**config.mk**
```make
export PLATFORM = sky130hd
export DESIGN_NAME = ring_ctrl_fsm_flat
export DESIGN_NICKNAME = d
export VERILOG_FILES = /design/src/rtl/ring_ctrl_fsm_if.sv /design/src/rtl/ring_ctrl_fsm.sv /design/src/flat_wrapper.sv
export SDC_FILE = /design/constraint.sdc
export NUM_CORES = 1
export LEC_CHECK = 0
export CAP_MARGIN = 20
export CORE_MARGIN = 2
export CORE_UTILIZATION = 45
export CTS_CLUSTER_SIZE = 25
export DETAILED_ROUTE_END_ITERATION = 7
export GPL_ROUTABILITY_DRIVEN = 0
export PLACE_DENSITY = 0.7
export SYNTH_ARGS = -nofsm -noshare
export SYNTH_HDL_FRONTEND = slang
export SYNTH_SLANG_ARGS = --single-unit
```
**constraint.sdc**
```tcl
create_clock -name Clk_R -period 1.8 [get_ports Clk_R]
set_input_delay 0.27 -clock Clk_R [delete_from_list [all_inputs] [get_ports Clk_R]]
set_output_delay 0.27 -clock Clk_R [all_outputs]
set_load 0.02 [all_outputs]
```
**src/rtl/ring_ctrl_fsm_if.sv**
```systemverilog
// Handshake bundle between the ring controller and the rx decoder, tx serializer and node core.
// master = controller side, slave = surrounding datapath/core side.
interface ring_ctrl_fsm_if #(
    parameter int unsigned ADDR_W = 4
);
    logic              rx_has_data;
    logic [2:0]        rx_type;
    logic [ADDR_W-1:0] rx_dest;
    logic              bad_decode;
    logic              tx_ready;
    logic              Packet_From_Node_Valid;
    logic              Packet_To_Node_Valid;
    logic              Core_Load_Ack;
    logic              buffer_select;
    logic [2:0]        tx_data_select;
    logic              rc_ready;
    logic              rc_has_data;
    logic              drop_pulse;

    modport master (
        input  rx_has_data, rx_type, rx_dest, bad_decode, tx_ready, Packet_From_Node_Valid,
        output Packet_To_Node_Valid, Core_Load_Ack, buffer_select, tx_data_select,
               rc_ready, rc_has_data, drop_pulse
    );

    modport slave (
        output rx_has_data, rx_type, rx_dest, bad_decode, tx_ready, Packet_From_Node_Valid,
        input  Packet_To_Node_Valid, Core_Load_Ack, buffer_select, tx_data_select,
               rc_ready, rc_has_data, drop_pulse
    );
endinterface

```
**src/rtl/ring_ctrl_fsm.sv**
```systemverilog
// Token-ring node control FSM: token hold/pass, bounded retransmit, rx forward/deliver.
// Define ACK_TIMEOUT_EN to add the reply timeout counter (timeout acts as NACK).
module ring_ctrl_fsm #(
    parameter int unsigned ADDR_W      = 4,
    parameter int unsigned MASTER_ADDR = 0,
    parameter int unsigned MAX_RETRY   = 3,
    parameter int unsigned MAX_BURST   = 4,
    parameter int unsigned ACK_TIMEOUT = 255
) (
    input  logic              Clk_R,
    input  logic              Rst_n,
    input  logic [ADDR_W-1:0] r_addr,
    ring_ctrl_fsm_if.master   bus
);
    localparam logic [2:0] PKT_TOKEN = 3'b111;
    localparam logic [2:0] PKT_ACK   = 3'b000;
    localparam logic [2:0] PKT_NACK  = 3'b011;

    localparam logic [2:0] SEL_ACK     = 3'd0;
    localparam logic [2:0] SEL_NACK    = 3'd1;
    localparam logic [2:0] SEL_FORWARD = 3'd2;
    localparam logic [2:0] SEL_TOKEN   = 3'd3;
    localparam logic [2:0] SEL_NEW     = 3'd4;

    localparam logic [3:0]        MAX_RETRY_C   = 4'(MAX_RETRY);
    localparam logic [3:0]        MAX_BURST_C   = 4'(MAX_BURST);
    localparam logic [ADDR_W-1:0] MASTER_ADDR_C = ADDR_W'(MASTER_ADDR);
    localparam logic [7:0]        TO_LAST       = 8'(ACK_TIMEOUT - 1);

    typedef enum logic [3:0] {
        S_INIT, S_CHECK_NODE, S_ENCODE, S_SEND_TX, S_LISTEN_TOK, S_SEND_TOKEN,
        S_LISTEN, S_CHECK_ADDR, S_FORWARD, S_SEND_NACK, S_SEND_NODE
    } state_t;

    state_t            state_q, state_d;
    logic [3:0]        burst_q, burst_d;
    logic [3:0]        retry_q, retry_d;
    logic [2:0]        sel_q, sel_d;
    logic [2:0]        cap_type_q;
    logic [ADDR_W-1:0] cap_dest_q;
    logic              cap_bad_q;
    logic              timeout;
    logic              rx_ack, rx_nack;
    logic              o_to_node, o_load_ack, o_buf_sel, o_ready, o_strobe, o_drop;

    assign rx_ack  = bus.rx_has_data && (bus.rx_type == PKT_ACK);
    assign rx_nack = bus.rx_has_data && (bus.rx_type == PKT_NACK);

`ifdef ACK_TIMEOUT_EN
    logic [7:0] to_cnt_q, to_cnt_d;

    // Counts silent LISTEN_TOK cycles; fires on the ACK_TIMEOUT-th one.
    assign timeout = (state_q == S_LISTEN_TOK) && !bus.rx_has_data && (to_cnt_q == TO_LAST);

    always_comb begin
        to_cnt_d = to_cnt_q;
        if (state_q == S_SEND_TX) begin
            to_cnt_d = 8'd0;
        end else if (state_q == S_LISTEN_TOK) begin
            if (bus.rx_has_data)  to_cnt_d = 8'd0;
            else if (!timeout)    to_cnt_d = to_cnt_q + 8'd1;
        end
    end

    always_ff @(posedge Clk_R or negedge Rst_n) begin
        if (!Rst_n) to_cnt_q <= 8'd0;
        else        to_cnt_q <= to_cnt_d;
    end
`else
    logic unused_timeout_cfg;
    assign unused_timeout_cfg = ^TO_LAST;
    assign timeout            = 1'b0;
`endif

    // NOTE: state registers use non-blocking assignments so every flop samples pre-edge values.
    always_ff @(posedge Clk_R or negedge Rst_n) begin
        if (!Rst_n) begin
            state_q <= S_INIT;
            burst_q <= 4'd0;
            retry_q <= 4'd0;
            sel_q   <= SEL_ACK;
        end else begin
            state_q <= state_d;
            burst_q <= burst_d;
            retry_q <= retry_d;
            sel_q   <= sel_d;
        end
    end

    // NOTE: the rx capture flops are reset too, so CHECK_ADDR never decodes X after reset.
    always_ff @(posedge Clk_R or negedge Rst_n) begin
        if (!Rst_n) begin
            cap_type_q <= 3'd0;
            cap_dest_q <= '0;
            cap_bad_q  <= 1'b0;
        end else if (state_q == S_LISTEN && bus.rx_has_data) begin
            cap_type_q <= bus.rx_type;
            cap_dest_q <= bus.rx_dest;
            cap_bad_q  <= bus.bad_decode;
        end
    end

    // NOTE: every signal gets a default first so no path through the case infers a latch.
    always_comb begin
        state_d    = state_q;
        burst_d    = burst_q;
        retry_d    = retry_q;
        sel_d      = sel_q;
        o_to_node  = 1'b0;
        o_load_ack = 1'b0;
        o_buf_sel  = 1'b0;
        o_ready    = 1'b0;
        o_strobe   = 1'b0;
        o_drop     = 1'b0;

        unique case (state_q)
            S_INIT: begin
                burst_d = 4'd0;
                retry_d = 4'd0;
                state_d = (r_addr == MASTER_ADDR_C) ? S_CHECK_NODE : S_LISTEN;
            end
            S_CHECK_NODE: begin
                o_buf_sel = 1'b1;
                if (bus.Packet_From_Node_Valid && (burst_q < MAX_BURST_C)) begin
                    state_d = S_ENCODE;
                    sel_d   = SEL_NEW;
                end else if (bus.tx_ready) begin
                    state_d = S_SEND_TOKEN;
                    sel_d   = SEL_TOKEN;
                end
            end
            S_ENCODE: begin
                o_strobe  = 1'b1;
                o_buf_sel = (retry_q == 4'd0);
                if (bus.tx_ready) state_d = S_SEND_TX;
            end
            S_SEND_TX: begin
                o_strobe   = 1'b1;
                o_load_ack = (retry_q == 4'd0);
                state_d    = S_LISTEN_TOK;
            end
            S_LISTEN_TOK: begin
                o_ready = 1'b1;
                if (rx_ack) begin
                    state_d = S_CHECK_NODE;
                    burst_d = burst_q + 4'd1;
                    retry_d = 4'd0;
                end else if (rx_nack || timeout) begin
                    if (retry_q < MAX_RETRY_C) begin
                        state_d = S_ENCODE;
                        retry_d = retry_q + 4'd1;
                    end else begin
                        o_drop  = 1'b1;
                        state_d = S_CHECK_NODE;
                        burst_d = burst_q + 4'd1;
                        retry_d = 4'd0;
                    end
                end
            end
            S_SEND_TOKEN: begin
                o_strobe = 1'b1;
                burst_d  = 4'd0;
                state_d  = S_LISTEN;
            end
            S_LISTEN: begin
                o_ready = 1'b1;
                if (bus.rx_has_data) state_d = S_CHECK_ADDR;
            end
            S_CHECK_ADDR: begin
                if (cap_type_q == PKT_TOKEN) begin
                    state_d = S_CHECK_NODE;
                end else if (cap_type_q == PKT_ACK || cap_type_q == PKT_NACK || cap_dest_q != r_addr) begin
                    state_d = S_FORWARD;
                    sel_d   = SEL_FORWARD;
                end else if (cap_bad_q) begin
                    state_d = S_SEND_NACK;
                    sel_d   = SEL_NACK;
                end else begin
                    state_d = S_SEND_NODE;
                    sel_d   = SEL_ACK;
                end
            end
            S_FORWARD, S_SEND_NACK: begin
                o_strobe = 1'b1;
                state_d  = S_LISTEN;
            end
            S_SEND_NODE: begin
                o_strobe  = 1'b1;
                o_to_node = 1'b1;
                state_d   = S_LISTEN;
            end
            default: state_d = S_INIT;
        endcase
    end

    assign bus.Packet_To_Node_Valid = o_to_node;
    assign bus.Core_Load_Ack        = o_load_ack;
    assign bus.buffer_select        = o_buf_sel;
    assign bus.tx_data_select       = sel_q;
    assign bus.rc_ready             = o_ready;
    assign bus.rc_has_data          = o_strobe;
    assign bus.drop_pulse           = o_drop;
endmodule

```
**src/flat_wrapper.sv**
```systemverilog
// flat-port wrapper written by rule: the top's interface ports become plain ports
module ring_ctrl_fsm_flat 
#(
    parameter int unsigned ADDR_W      = 4,
    parameter int unsigned MASTER_ADDR = 0,
    parameter int unsigned MAX_RETRY   = 3,
    parameter int unsigned MAX_BURST   = 4,
    parameter int unsigned ACK_TIMEOUT = 255
)
  (Clk_R, Rst_n, r_addr, bus_rx_has_data, bus_rx_type, bus_rx_dest, bus_bad_decode, bus_tx_ready, bus_Packet_From_Node_Valid, bus_Packet_To_Node_Valid, bus_Core_Load_Ack, bus_buffer_select, bus_tx_data_select, bus_rc_ready, bus_rc_has_data, bus_drop_pulse);
  ring_ctrl_fsm_if #(.ADDR_W(ADDR_W)) bus_i ();
  input  logic Clk_R;
  input  logic Rst_n;
  input  logic [ADDR_W-1:0] r_addr;
  input wire logic [$bits(bus_i.rx_has_data)-1:0] bus_rx_has_data;
  input wire logic [$bits(bus_i.rx_type)-1:0] bus_rx_type;
  input wire logic [$bits(bus_i.rx_dest)-1:0] bus_rx_dest;
  input wire logic [$bits(bus_i.bad_decode)-1:0] bus_bad_decode;
  input wire logic [$bits(bus_i.tx_ready)-1:0] bus_tx_ready;
  input wire logic [$bits(bus_i.Packet_From_Node_Valid)-1:0] bus_Packet_From_Node_Valid;
  output wire logic [$bits(bus_i.Packet_To_Node_Valid)-1:0] bus_Packet_To_Node_Valid;
  output wire logic [$bits(bus_i.Core_Load_Ack)-1:0] bus_Core_Load_Ack;
  output wire logic [$bits(bus_i.buffer_select)-1:0] bus_buffer_select;
  output wire logic [$bits(bus_i.tx_data_select)-1:0] bus_tx_data_select;
  output wire logic [$bits(bus_i.rc_ready)-1:0] bus_rc_ready;
  output wire logic [$bits(bus_i.rc_has_data)-1:0] bus_rc_has_data;
  output wire logic [$bits(bus_i.drop_pulse)-1:0] bus_drop_pulse;
  assign bus_i.rx_has_data = bus_rx_has_data;
  assign bus_i.rx_type = bus_rx_type;
  assign bus_i.rx_dest = bus_rx_dest;
  assign bus_i.bad_decode = bus_bad_decode;
  assign bus_i.tx_ready = bus_tx_ready;
  assign bus_i.Packet_From_Node_Valid = bus_Packet_From_Node_Valid;
  assign bus_Packet_To_Node_Valid = bus_i.Packet_To_Node_Valid;
  assign bus_Core_Load_Ack = bus_i.Core_Load_Ack;
  assign bus_buffer_select = bus_i.buffer_select;
  assign bus_tx_data_select = bus_i.tx_data_select;
  assign bus_rc_ready = bus_i.rc_ready;
  assign bus_rc_has_data = bus_i.rc_has_data;
  assign bus_drop_pulse = bus_i.drop_pulse;
  ring_ctrl_fsm #(.ADDR_W(ADDR_W), .MASTER_ADDR(MASTER_ADDR), .MAX_RETRY(MAX_RETRY), .MAX_BURST(MAX_BURST), .ACK_TIMEOUT(ACK_TIMEOUT)) u_core (.Clk_R(Clk_R), .Rst_n(Rst_n), .r_addr(r_addr), .bus(bus_i));
endmodule
```
; ---- Word-level counts from Yosys, hierarchy flattened
; Index checks and enable logic that the tools add are counted.
; Widths: inputs -> output; s select.
[totals]
out_inout_bits = 9
wordCells = 88
regBits = 23
[op_classes]
add_sub_neg = 2
eq_ne = 20
n_mux = 35
reduce_logical = 22
order_cmp = 2
[ops]
columns = operator, n
row1 = $mux 4, 14
row2 = $pmux 4 s8, 1
row3 = $eq 4x3->1 const B, 4
row4 = $pmux 4 s2, 2
row5 = $mux 3, 5
row6 = $eq 4x4->1 const B, 3
row7 = $logic_not 4->1, 3
row8 = $mux 1, 9
row9 = $add 4x1->4 const B, 2
row10 = $eq 4x2->1 const B, 2
row11 = $eq 3x2->1 const B, 2
row12 = $logic_not 3->1, 2
row13 = $ne 2x2->1 const B, 3
row14 = $ne 3x2->1 const B, 2
row15 = $pmux 3 s2, 1
row16 = $reduce_and 3->1, 2
row17 = $reduce_bool 2->1, 3
row18 = $reduce_or 6->1, 1
row19 = $eq 4x1->1 const B, 1
row20 = $logic_and 1x1->1, 4
row21 = $lt 4x2->1 const B, 1
row22 = $lt 4x3->1 const B, 1
row23 = $mux 2, 2
row24 = $ne 4x4->1, 1
row25 = 8 further kinds, 10

; ---- Longest topological paths before layout
; Gate-level depths: netlist (run 1).
[depth]
depth_word = 6
ltp_mapped = 6
ltp_nobuf = 5

; ---- Worst setup path after synthesis (run 1)
; No wires, ideal clock.
[synth_timing]
kind = register -> output
from = register u_core.state_q[0]
to = output port bus_drop_pulse
arrival_ns = 1.551
setup_slack_ns = -0.021
t_required_ns = 1.530
path_stages_with_launch = 4
cell_sequence = dfrtp_1 buf_4 nor4b_2 nor4b_1
[synth_via]
elab_chain_cells = 2
[synth_rtl]
columns = item, line_no
row1 = "start, declared", ring_ctrl_fsm.sv:35  ; state_t state_q, state_d;
row2 = "start signal, assigned", ring_ctrl_fsm.sv:83  ; state_q <= state_d;
row3 = $eq 4x3->1, ring_ctrl_fsm.sv:116  ; unique case (state_q)
row4 = $mux 1, ring_ctrl_fsm.sv:116
row5 = "end, declared", flat_wrapper.sv:27  ; output wire logic [$bits(bus_i.drop_pulse)-1:0] bus_drop_pulse;
; No other way between the ends.

; ---- Worst setup path after layout (run 1)
[layout_timing]
from = register u_core.state_q[3]
to = output port bus_drop_pulse
; The elaborated chain is that of the path after synthesis.

==> results of run 1 <==
==> repair_timing <==
action                                  CTS  global route
buffers inserted                          3             2
endpoints found under the setup margin   14            23
pin swaps                                 3             6
resized for setup                        38            17
endpoints found under the hold margin     0             0
==> worst max-delay path by stage <==
| stage | from | to | slack, ns | cells after the start |
|---|---|---|---|---|
| floorplan | u_core.state_q[2] | u_core.state_q[2] | 0.11 | 5 |
| global placement | bus_rx_has_data | bus_drop_pulse | -0.27 | 4 |
| detailed placement | bus_rx_has_data | u_core.burst_q[0] | -0.29 | 6 |
| CTS | u_core.state_q[3] | bus_drop_pulse | -0.06 | 4 |
| global route | u_core.state_q[3] | bus_drop_pulse | -0.12 | 4 |
| finish | u_core.state_q[3] | bus_drop_pulse | -0.04 | 4 |
==> sequential cells by signal, summed over array words and instances (netlist names) <==
signal                     cells
u_core.burst_q                 4
u_core.bus.tx_data_select      3
u_core.cap_bad_q               1
u_core.cap_dest_q              4
u_core.cap_type_q              3
u_core.retry_q                 4
u_core.state_q                 4
==> through the flow <==
stage | TNS (ns) | area, sq um | power [mW] | std cells
finish | -0.0752 | 2110 | 3.41 | 242
global route | -0.578 | 2110 | 3.63 | 242
CTS | -0.0591 | 2020 | 3.21 | 240
detailed placement | -2.13 | 1920 | 2.79 | 233
global placement | -1.62 | 1920 | 2.71 | 233
floorplan | 0 | 1480 | 2.12 | 147
==> layer usage <==
metal,global-route usage,vias up
met3,0.0420,8
met2,0.383,44
met5,0,-
li1,-,641
met4,0.0807,0
met1,0.276,669
==> cell usage after synthesis, types with 2 or more instances <==
library cell | count | area share
nor3b_1 | 2 | 0.010
o211ai_1 | 3 | 0.015
nand2b_1 | 8 | 0.034
a221oi_1 | 2 | 0.012
o22ai_1 | 3 | 0.013
ha_1 | 3 | 0.026
mux2_1 | 5 | 0.038
xnor2_1 | 3 | 0.018
nor4_1 | 4 | 0.017
nor3_2 | 2 | 0.014
dfrtp_1 | 23 | 0.39
a21oi_1 | 4 | 0.014
o211a_1 | 2 | 0.014
or3_1 | 2 | 0.0085
mux2i_1 | 6 | 0.041
mux2_2 | 9 | 0.069
o21ai_0 | 3 | 0.010
nand3_1 | 7 | 0.024
nor3_1 | 2 | 0.0068
nand2_1 | 10 | 0.026
nor2_1 | 8 | 0.020
xor2_1 | 4 | 0.024
and2_1 | 4 | 0.017
inv_1 | 6 | 0.015
clkbuf_1 | 3 | 0.0077
==> where the power goes <==
group | switching (mW) | internal [mW] | leakage (nW)
Clock | 0.173 | 0.0850 | 0.0139
Sequential | 0.174 | 0.733 | 0.287
Combinational | 1.09 | 1.15 | 0.632
Total | 1.44 | 1.97 | 0.933
==> cell families after synthesis <==
logic type	share of synthesized area
compound gates	0.131
flops	0.391
buf+inv	0.0391
xor+xnor	0.0417
simple gates	0.223
mux	0.148
fa+ha+maj	0.0255
==> cell type report <==
type / count / share of cell area
Clock inverter: 1 / 0.00357
Inverter: 6 / 0.0107
Timing Repair Buffer: 53 / 0.228
Multi-Input combinational cell: 112 / 0.447
Sequential cell: 23 / 0.273
Tap cell: 44 / 0.0261
Clock buffer: 3 / 0.0107
==> worst reg2reg max path, stage by stage, from the launching register on <==
cell and delay, ns:
dfrtp_1 0.42, buf_4 0.20, or4b_4 0.53, or3_4 0.36, nand4_1 0.10, o22ai_1 0.10
==> flow_summary_export.csv, run 1 <==
group,metric,value,unit
die,core-area,3080,sq um
clocking,holdBufCountCts,0,
drt,detailed_route_wirelength_on_metal3,174,microns
final_layout,final_nets,219,
grt,grt_pass1_wl,6170,microns
grt,groute.usage.overall,0.222,
die,design.portCount,26,
worst_setup_path,kind_of_end_point_of_the_critical_path,"output pin",
final_layout,commonest_cells_after_routing_fill_and_taps_aside,"buf_4 (27), dfrtp_1 (23), clkdlybuf4s50_1 (19)",
die,dieArea,3740,sq um
yosys,synth_edf_count,0,
worst_setup_path,crit_path_category,"flip-flop to output pin",
placement,placement.io_buffers,25,
die,fp-row-count,20,
clocking,cts_inserted_buffers,3,
drt,detail_route.wirelength.met1,1680,microns
grt,grt_pass1_vias,1422,
worst_setup_path,crit_buf_inv,2,
yosys,synth_fp_nets,167,
timing,rsz_0062_raised_after_global_routing,"true",
timing,post-route-worst-setup-slack,-0.0446,ns
yosys,synthFlopType,"dfrtp_1",
drt,detail_route.first_pass.iterations,4,
worst_setup_path,worstPathCellList,"nor4b_2, buf_4, nor4b_4, buf_4",
placement,place_worst_setup_slack,-0.288,ns
clocking,clkTransAtPathRegs,0.15,ns
pwr,power_per_cell_area,1620,nW/um^2
timing,final-hold-violation-count,0,
timing,finalSetupViolations,6,
final_layout,fillers,248,
clocking,largest_buffer_count_on_any_clock_path,2,
final_layout,multi_input_logic_area,942,sq um
clocking,cts_tree,"done",
clocking,clock_insertion_delay_worst_skew,0.33,ns
yosys,seq_area_frac_synth,0.391,
placement,dp_hpwl,2690,microns
timing,tightest_slew_margin_relative_to_the_limit,0.801,
pwr,vdd_drop_max,0.802,mV
worst_setup_path,crit_path_max_fanout,4,
outcome,failed_checks,"negative setup slack",
yosys,mappedNetlistArea,1470,sq um
worst_setup_path,critPathArrivalTime,1.57,ns
worst_setup_path,critical_path.startpoint_type,"flip-flop",
outcome,outcome,"finished, violations left",
timing,timing_worst_slew_pin_value,0.298,ns
yosys,postSynthAreaPerCell,10.0,sq um
worst_setup_path,critPathRequiredTime,1.53,ns
drt,route.top_layer_used,"met4",
worst_hold_path,timing.hold.worst.class,"input pin to asynchronous set/reset pin",
drt,drc,0,
timing,fin_crit_sh,1.02,
grt,grt.overflow.total,0,
worst_setup_path,critPathSlowestCell,"dfrtp_1",
drt,detail_route.wl_per_cell,15.5,microns
drt,drtIter0Drc,86,
yosys,synthesis.yosys.warnings,0,
yosys,syn_inst,147,
clocking,cts.root.buffer_cell,"clkbuf_4",
grt,grt_start_max_net_pins,24,
final_layout,antenna_cells_inserted,0,
final_layout,final_util,0.684,
yosys,async_set_or_reset_flop_fraction_in_the_synthesized_netlist,1.00,
die,die_outline_width,61.2,microns
clocking,cts.htree.levels,1,
drt,totalWireLength,3750,microns
pwr,power.leakage,0.933,nW
timing,max_clock_freq,542,MHz
timing,maxSlewViolCount,0,
drt,antenna_violating_nets_post_route,0,
worst_setup_path,path_delay_family,"simple AND/OR/NAND/NOR gates",
die,floorplan.die.height,61.2,microns
die,starting_density_of_the_core,0.478,
timing,final.setup_skew,0.0137,ns
timing,finalCriticalPeriod,1.84,ns
yosys,synth.lib_cells_used.distinct,44,
grt,antenna_found_initial,0,
timing,worst_hold_slack,0.280,ns
drt,wl_met2,1830,microns
drt,route.vias.total,1362,
worst_setup_path,rr_endpoint,"u_core.state_q[2]",
clocking,cts_sink_cnt,23,
worst_setup_path,reg2reg_slack,-0.01,ns
yosys,flops_latches_synth,23,
final_layout,area.sequential,576,sq um
drt,via_per_inst,5.63,
worst_setup_path,worst_path_largest_cell_delay,0.42,ns
final_layout,final_layout_size_suffix_gt1_frac,0.333,
final_layout,synthToLayoutAreaGrowth,43.2,%
worst_setup_path,length_in_cells_of_the_worst_reg_to_reg_path,5,
flow_run,drv_cap,0,
worst_setup_path,critical_path.most_common_cell,"buf_4",
final_layout,layout_commonest_cell,"buf_4",
worst_setup_path,rr_startpoint,"u_core.state_q[3]",
No activity file was read; power rests on OpenSTA's default activity.
==> inputs of run 2 (changes only) <==
Settings changed: SKIP_CTS_REPAIR_TIMING set to 1.
==> run 2 against run 1 <==
  * The run still ends with negative setup slack left
  * Combinational power is 4% lower
  * Critical path type unchanged
  * Count of clock-buffer cells in the layout unchanged
  * Cell count increased by 0.83%
  * Flip-flop and latch count is the same
  * Sequential power decreased by 0.8%
  * First-iteration DRC count decreased by 23%
  * Routed wire length rose by 0.88%
==> flow_summary_export.csv, run 2 (same netlist as run 1, synthesis figures left out) <==
group,metric,value,unit
outcome,outcome,"finished, violations left",
outcome,failed_checks,"negative setup slack",
pwr,vdd_drop_max,0.840,mV
pwr,p_clk_frac,0.077,
worst_setup_path,length_in_cells_of_the_worst_reg_to_reg_path,5,
die,fp-row-count,20,
die,core-area,3080,sq um
clocking,clock_insertion_delay_worst_skew,0.33,ns
clocking,cts_tree,"done",
final_layout,fillers,253,
die,starting_density_of_the_core,0.478,
worst_hold_path,timing.hold.worst.class,"input pin to asynchronous set/reset pin",
timing,finalCriticalPeriod,1.92,ns
drt,route.vias.total,1382,
drt,drc,0,
timing,finalSetupViolations,5,
worst_setup_path,kind_of_end_point_of_the_critical_path,"output pin",
die,dieArea,3740,sq um
timing,final.setup_skew,0.00300,ns
worst_setup_path,critPathArrivalTime,1.65,ns
pwr,post-layout-total-power,3.32,mW
die,floorplan.die.height,61.2,microns
drt,via_per_inst,5.66,
worst_setup_path,crit_path_max_fanout,4,
final_layout,commonest_cells_after_routing_fill_and_taps_aside,"buf_4 (30), dfrtp_1 (23), clkdlybuf4s50_1 (19), nand2_1 (9), nand2b_1 (8)",
final_layout,final_nets,221,
pwr,power_per_cell_area,1600,nW/um^2
final_layout,final_layout_size_suffix_gt1_frac,0.320,
clocking,cts.htree.levels,1,
drt,drtIter0Drc,66,
worst_setup_path,critPathRequiredTime,1.53,ns
final_layout,synthToLayoutAreaGrowth,40.9,%
timing,tightest_slew_margin_relative_to_the_limit,0.804,
final_layout,layout_commonest_cell,"buf_4",
die,design.portCount,26,
worst_setup_path,crit_path_category,"flip-flop to output pin",
final_layout,final_util,0.673,
drt,detail_route.first_pass.iterations,4,
timing,rsz_0062_raised_after_global_routing,"true",
pwr,netSwitchingPower,1.41,mW
die,die_outline_width,61.2,microns
drt,detail_route.wl_per_cell,15.5,microns
timing,worst_hold_slack,0.283,ns
grt,grt.overflow.total,0,
pwr,p_seq_frac,0.271,
timing,max_clock_freq,521,MHz
clocking,cts_sink_cnt,23,
pwr,power_frac_comb,0.652,
final_layout,antenna_cells_inserted,0,
grt,grt_pass1_vias,1401,
clocking,cts_inserted_buffers,3,
clocking,clkTransAtPathRegs,0.13,ns
placement,place_worst_setup_slack,-0.288,ns
grt,grt_pass1_wl,5870,microns
pwr,power.share.switching,0.425,
grt,grt_start_max_net_pins,24,
timing,fin_crit_sh,1.07,
timing,post-route-worst-setup-slack,-0.118,ns
placement,dp_hpwl,2690,microns
worst_setup_path,critical_path.startpoint_type,"flip-flop",
drt,antenna_violating_nets_post_route,0,
timing,maxSlewViolCount,0,
clocking,cts.root.buffer_cell,"clkbuf_4",
grt,groute.usage.overall,0.211,
drt,totalWireLength,3780,microns
pwr,power.leakage,0.919,nW
clocking,largest_buffer_count_on_any_clock_path,2,
grt,antenna_found_initial,0,
placement,placement.io_buffers,25,
flow_run,drv_cap,0,
pwr,internal_power,1.91,mW
timing,timing_worst_slew_pin_value,0.295,ns
timing,final-hold-violation-count,0,
[run 2: cell types whose count changed in the layout (fill, tap and decap cells not counted), sizes merged]
cell / change
buf: +1
dlymetal6s2s: +1
[run 2: layer usage]
metal,GRT usage,vias to the layer above,routed length [microns],share of wire
met2,0.363,61,1820,0.48
li1,-,642,-,-
met4,0.109,0,129,0.034
met1,0.258,664,1650,0.44
met3,0.0273,15,188,0.050
met5,0,-,0,0
[run 2: cell type report]
cell class / count / area, sq um / area share
clock buffers: 3 / 22.5 / 0.0109
clock inverters: 1 / 7.51 / 0.00362
inverters: 6 / 22.5 / 0.0109
multi-input cells: 112 / 917 / 0.443
flip-flops and latches: 23 / 576 / 0.278
well taps: 44 / 55.1 / 0.0266
repair buffers: 55 / 472 / 0.228
[run 2: final timing paths]
| kind | start | endpoint | slack [ns] |
|---|---|---|---|
| max in group asynchronous | Rst_n | u_core.burst_q[0] | 1.29 |
| min in group Clk_R | bus_rx_dest[3] | u_core.cap_dest_q[3] | 0.52 |
| worst max register to register | u_core.state_q[1] | u_core.state_q[0] | -0.01 |
| worst max-delay path | u_core.state_q[0] | bus_drop_pulse | -0.12 |
| worst min-delay path | Rst_n | u_core.cap_dest_q[0] | 0.28 |
| worst min register to register | u_core.bus.tx_data_select[0] | u_core.bus.tx_data_select[0] | 0.53 |
[run 2: per-stage QoR]
step / instance area (sq um) / std cells / setup TNS, ns
after floorplan: 1480 / 147 / 0
after global placement: 1920 / 233 / -1.62
after detailed placement: 1920 / 233 / -2.13
after CTS: 1950 / 237 / -3.11
after global routing: 2070 / 244 / -0.605
final: 2070 / 244 / -0.144
[run 2: critical path, stage by stage, from the launching register on]
cell and delay, ns:
dfrtp_1 0.40, buf_4 0.13, nor4b_2 0.21, buf_4 0.18, nor4b_2 0.21, buf_4 0.19
[run 2: power groups by stage]
stage / clock [mW] / combinational [mW] / sequential, mW
final: 0.255 / 2.16 / 0.900
after global routing: 0.279 / 2.33 / 0.925
after CTS: 0.263 / 1.90 / 0.894
after detailed placement: 0 / 1.89 / 0.906
after global placement: 0 / 1.82 / 0.891
after floorplan: 0 / 1.21 / 0.913
==> RTL change (config.mk and constraints of run 1) <==
Encoding of `state_t`: now one-hot (11 bits for 11 states).
--- a/src/rtl/ring_ctrl_fsm.sv
+++ b/src/rtl/ring_ctrl_fsm.sv
@@ -28,7 +28,7 @@
     localparam logic [7:0]        TO_LAST       = 8'(ACK_TIMEOUT - 1);
 
-    typedef enum logic [3:0] {
-        S_INIT, S_CHECK_NODE, S_ENCODE, S_SEND_TX, S_LISTEN_TOK, S_SEND_TOKEN,
-        S_LISTEN, S_CHECK_ADDR, S_FORWARD, S_SEND_NACK, S_SEND_NODE
+    typedef enum logic [10:0] {
+        S_INIT = 11'b00000000001, S_CHECK_NODE = 11'b00000000010, S_ENCODE = 11'b00000000100, S_SEND_TX = 11'b00000001000, S_LISTEN_TOK = 11'b00000010000, S_SEND_TOKEN = 11'b00000100000,
+        S_LISTEN = 11'b00001000000, S_CHECK_ADDR = 11'b00010000000, S_FORWARD = 11'b00100000000, S_SEND_NACK = 11'b01000000000, S_SEND_NODE = 11'b10000000000
     } state_t;
 
Check against the original RTL: same outputs for any inputs over 10 cycles, from zero or initial values and one cycle with Rst_n low; not proved beyond that.
==> RTL change against run 1 <==
  * The run still ends with negative setup slack left
  * Power increased by 19%
  * Cell area increased by 47%
  * Routed wire length increased by 88%
  * Maximum frequency decreased by 17%
  * Sequential cell count increased by 7
  * Setup slack got worse by 0.37 ns
  * First-iteration DRC count increased by 110%
  * Largest cell class unchanged
  * Area after synthesis increased by 18%
  * Critical path type is now register to register
  * Register-to-register slack got worse by 0.41 ns
  * Non-clock buffer count increased by 43
==> RTL change: results (changes against run 1) <==
| Quantity | Reported | Delta |
|:---|:---|:---|
| P_sw | 0.00155 W | +7.9% |
| Minimum hold slack | 0.349 ns | +0.0693 ns |
| Outcome | complete, but fails checks |  |
| TritonCTS Sinks | 30 | +30% |
| Combinational cell power | 0.00233 W | +4% |
| Met2 Resource Use GR | 54.5% | +16 points |
| Total vias in the final route | 1,970 | +45% |
| Met3 routed WL | 447 µm | +160% |
| Fraction of synthesized area in multiplexers | 7.08% | -7.7 points |
| Non-clock buffer total of the final layout | 96 | +81% |
| Mean instance size in the synthesized netlist | 9.90 µm² | -1.1% |
| HPWL Detailed | 3.66 mm | +36% |
| Instance area at placement | 0.00243 mm² | +26% |
| Share of final layout cell area taken by non-clock buffers | 28.6% | +5.8 points |
| Fraction of the yosys area taken by sequential cells | 43.4% | +4.3 points |
| Wire length reported by the detailed router | 7.03 mm | +88% |
| CTS H-Tree Depth | 2 | +1 |
| GRT Total Usage | 30.3% | +8.1 points |
| Met2 Wirelength | 3.46 mm | +89% |
| Placed Cells incl. Taps | 288 | +24% |
| Arithmetic-cell share of the synthesized area counting full adders, half adders and majority gates | 2.17% | -0.39 points |
| Worst Setup Slack post-DPL | -0.387 ns | -0.0991 ns |
| Clk root buf | clkbuf_8 |  |
| Setup violations, final | 29 | +23 |
| Failing checks | negative setup slack |  |
| Count of multi-input gates | 134 | +20% |
| Net count after synthesis | 195 | +17% |
| Met3 routing resource usage after global routing | 4.43% | +0.23 points |
| Number of DRC violations after detailed-routing iteration 0 | 180 | +110% |
| Post-route clock skew | 0.0115 ns | -0.00212 ns |
| Setup slack after layout | -0.418 ns | -0.373 ns |
| Synth Area in Compound Gates | 10.2% | -2.9 points |
| Storage element area | 761 µm² | +32% |
| Critical path data arrival time | 2.41 ns | +0.84 ns |
| Most used standard cells in the synthesized netlist | dfrtp_1 (29), nor2_1 (20), mux2_2 (9), nand2_1 (9), nand3_1 (9) |  |
| TritonCTS buffer count | 5 | +2 |
| Non-clk invs | 7 | +1 |
| Clock insertion delay at the later pin of the skew report | 0.30 ns | -0.03 ns |
## RTL change: changes by cell type in the layout (fill, tap and decap cells not counted), moves of 6 or more
cell,before,now
dfrtp_2,0,7
buf_6,2,18
mux2_2,6,0
nor2_1,7,17
clkbuf_8,0,8
mux2_4,3,10
buf_4,27,55
## RTL change: critical path, delay by kind of cell, from the launching register on
kind	cells	cell delay [ns]
and+or+nand+nor	3	1.07
DFF	1	0.44
muxes	1	0.29
AOI/OAI and AO/OA	1	0.17
buffers and inverters	1	0.14
## RTL change: worst max-delay path by stage
| stage | to | slack, ns |
|---|---|---|
| floorplan | u_core.burst_q[0] | -0.19 |
| global placement | u_core.burst_q[0] | -0.36 |
| detailed placement | u_core.burst_q[0] | -0.39 |
| CTS | u_core.burst_q[0] | -0.33 |
| global route | bus_rc_ready | -0.43 |
| finish | u_core.burst_q[0] | -0.42 |
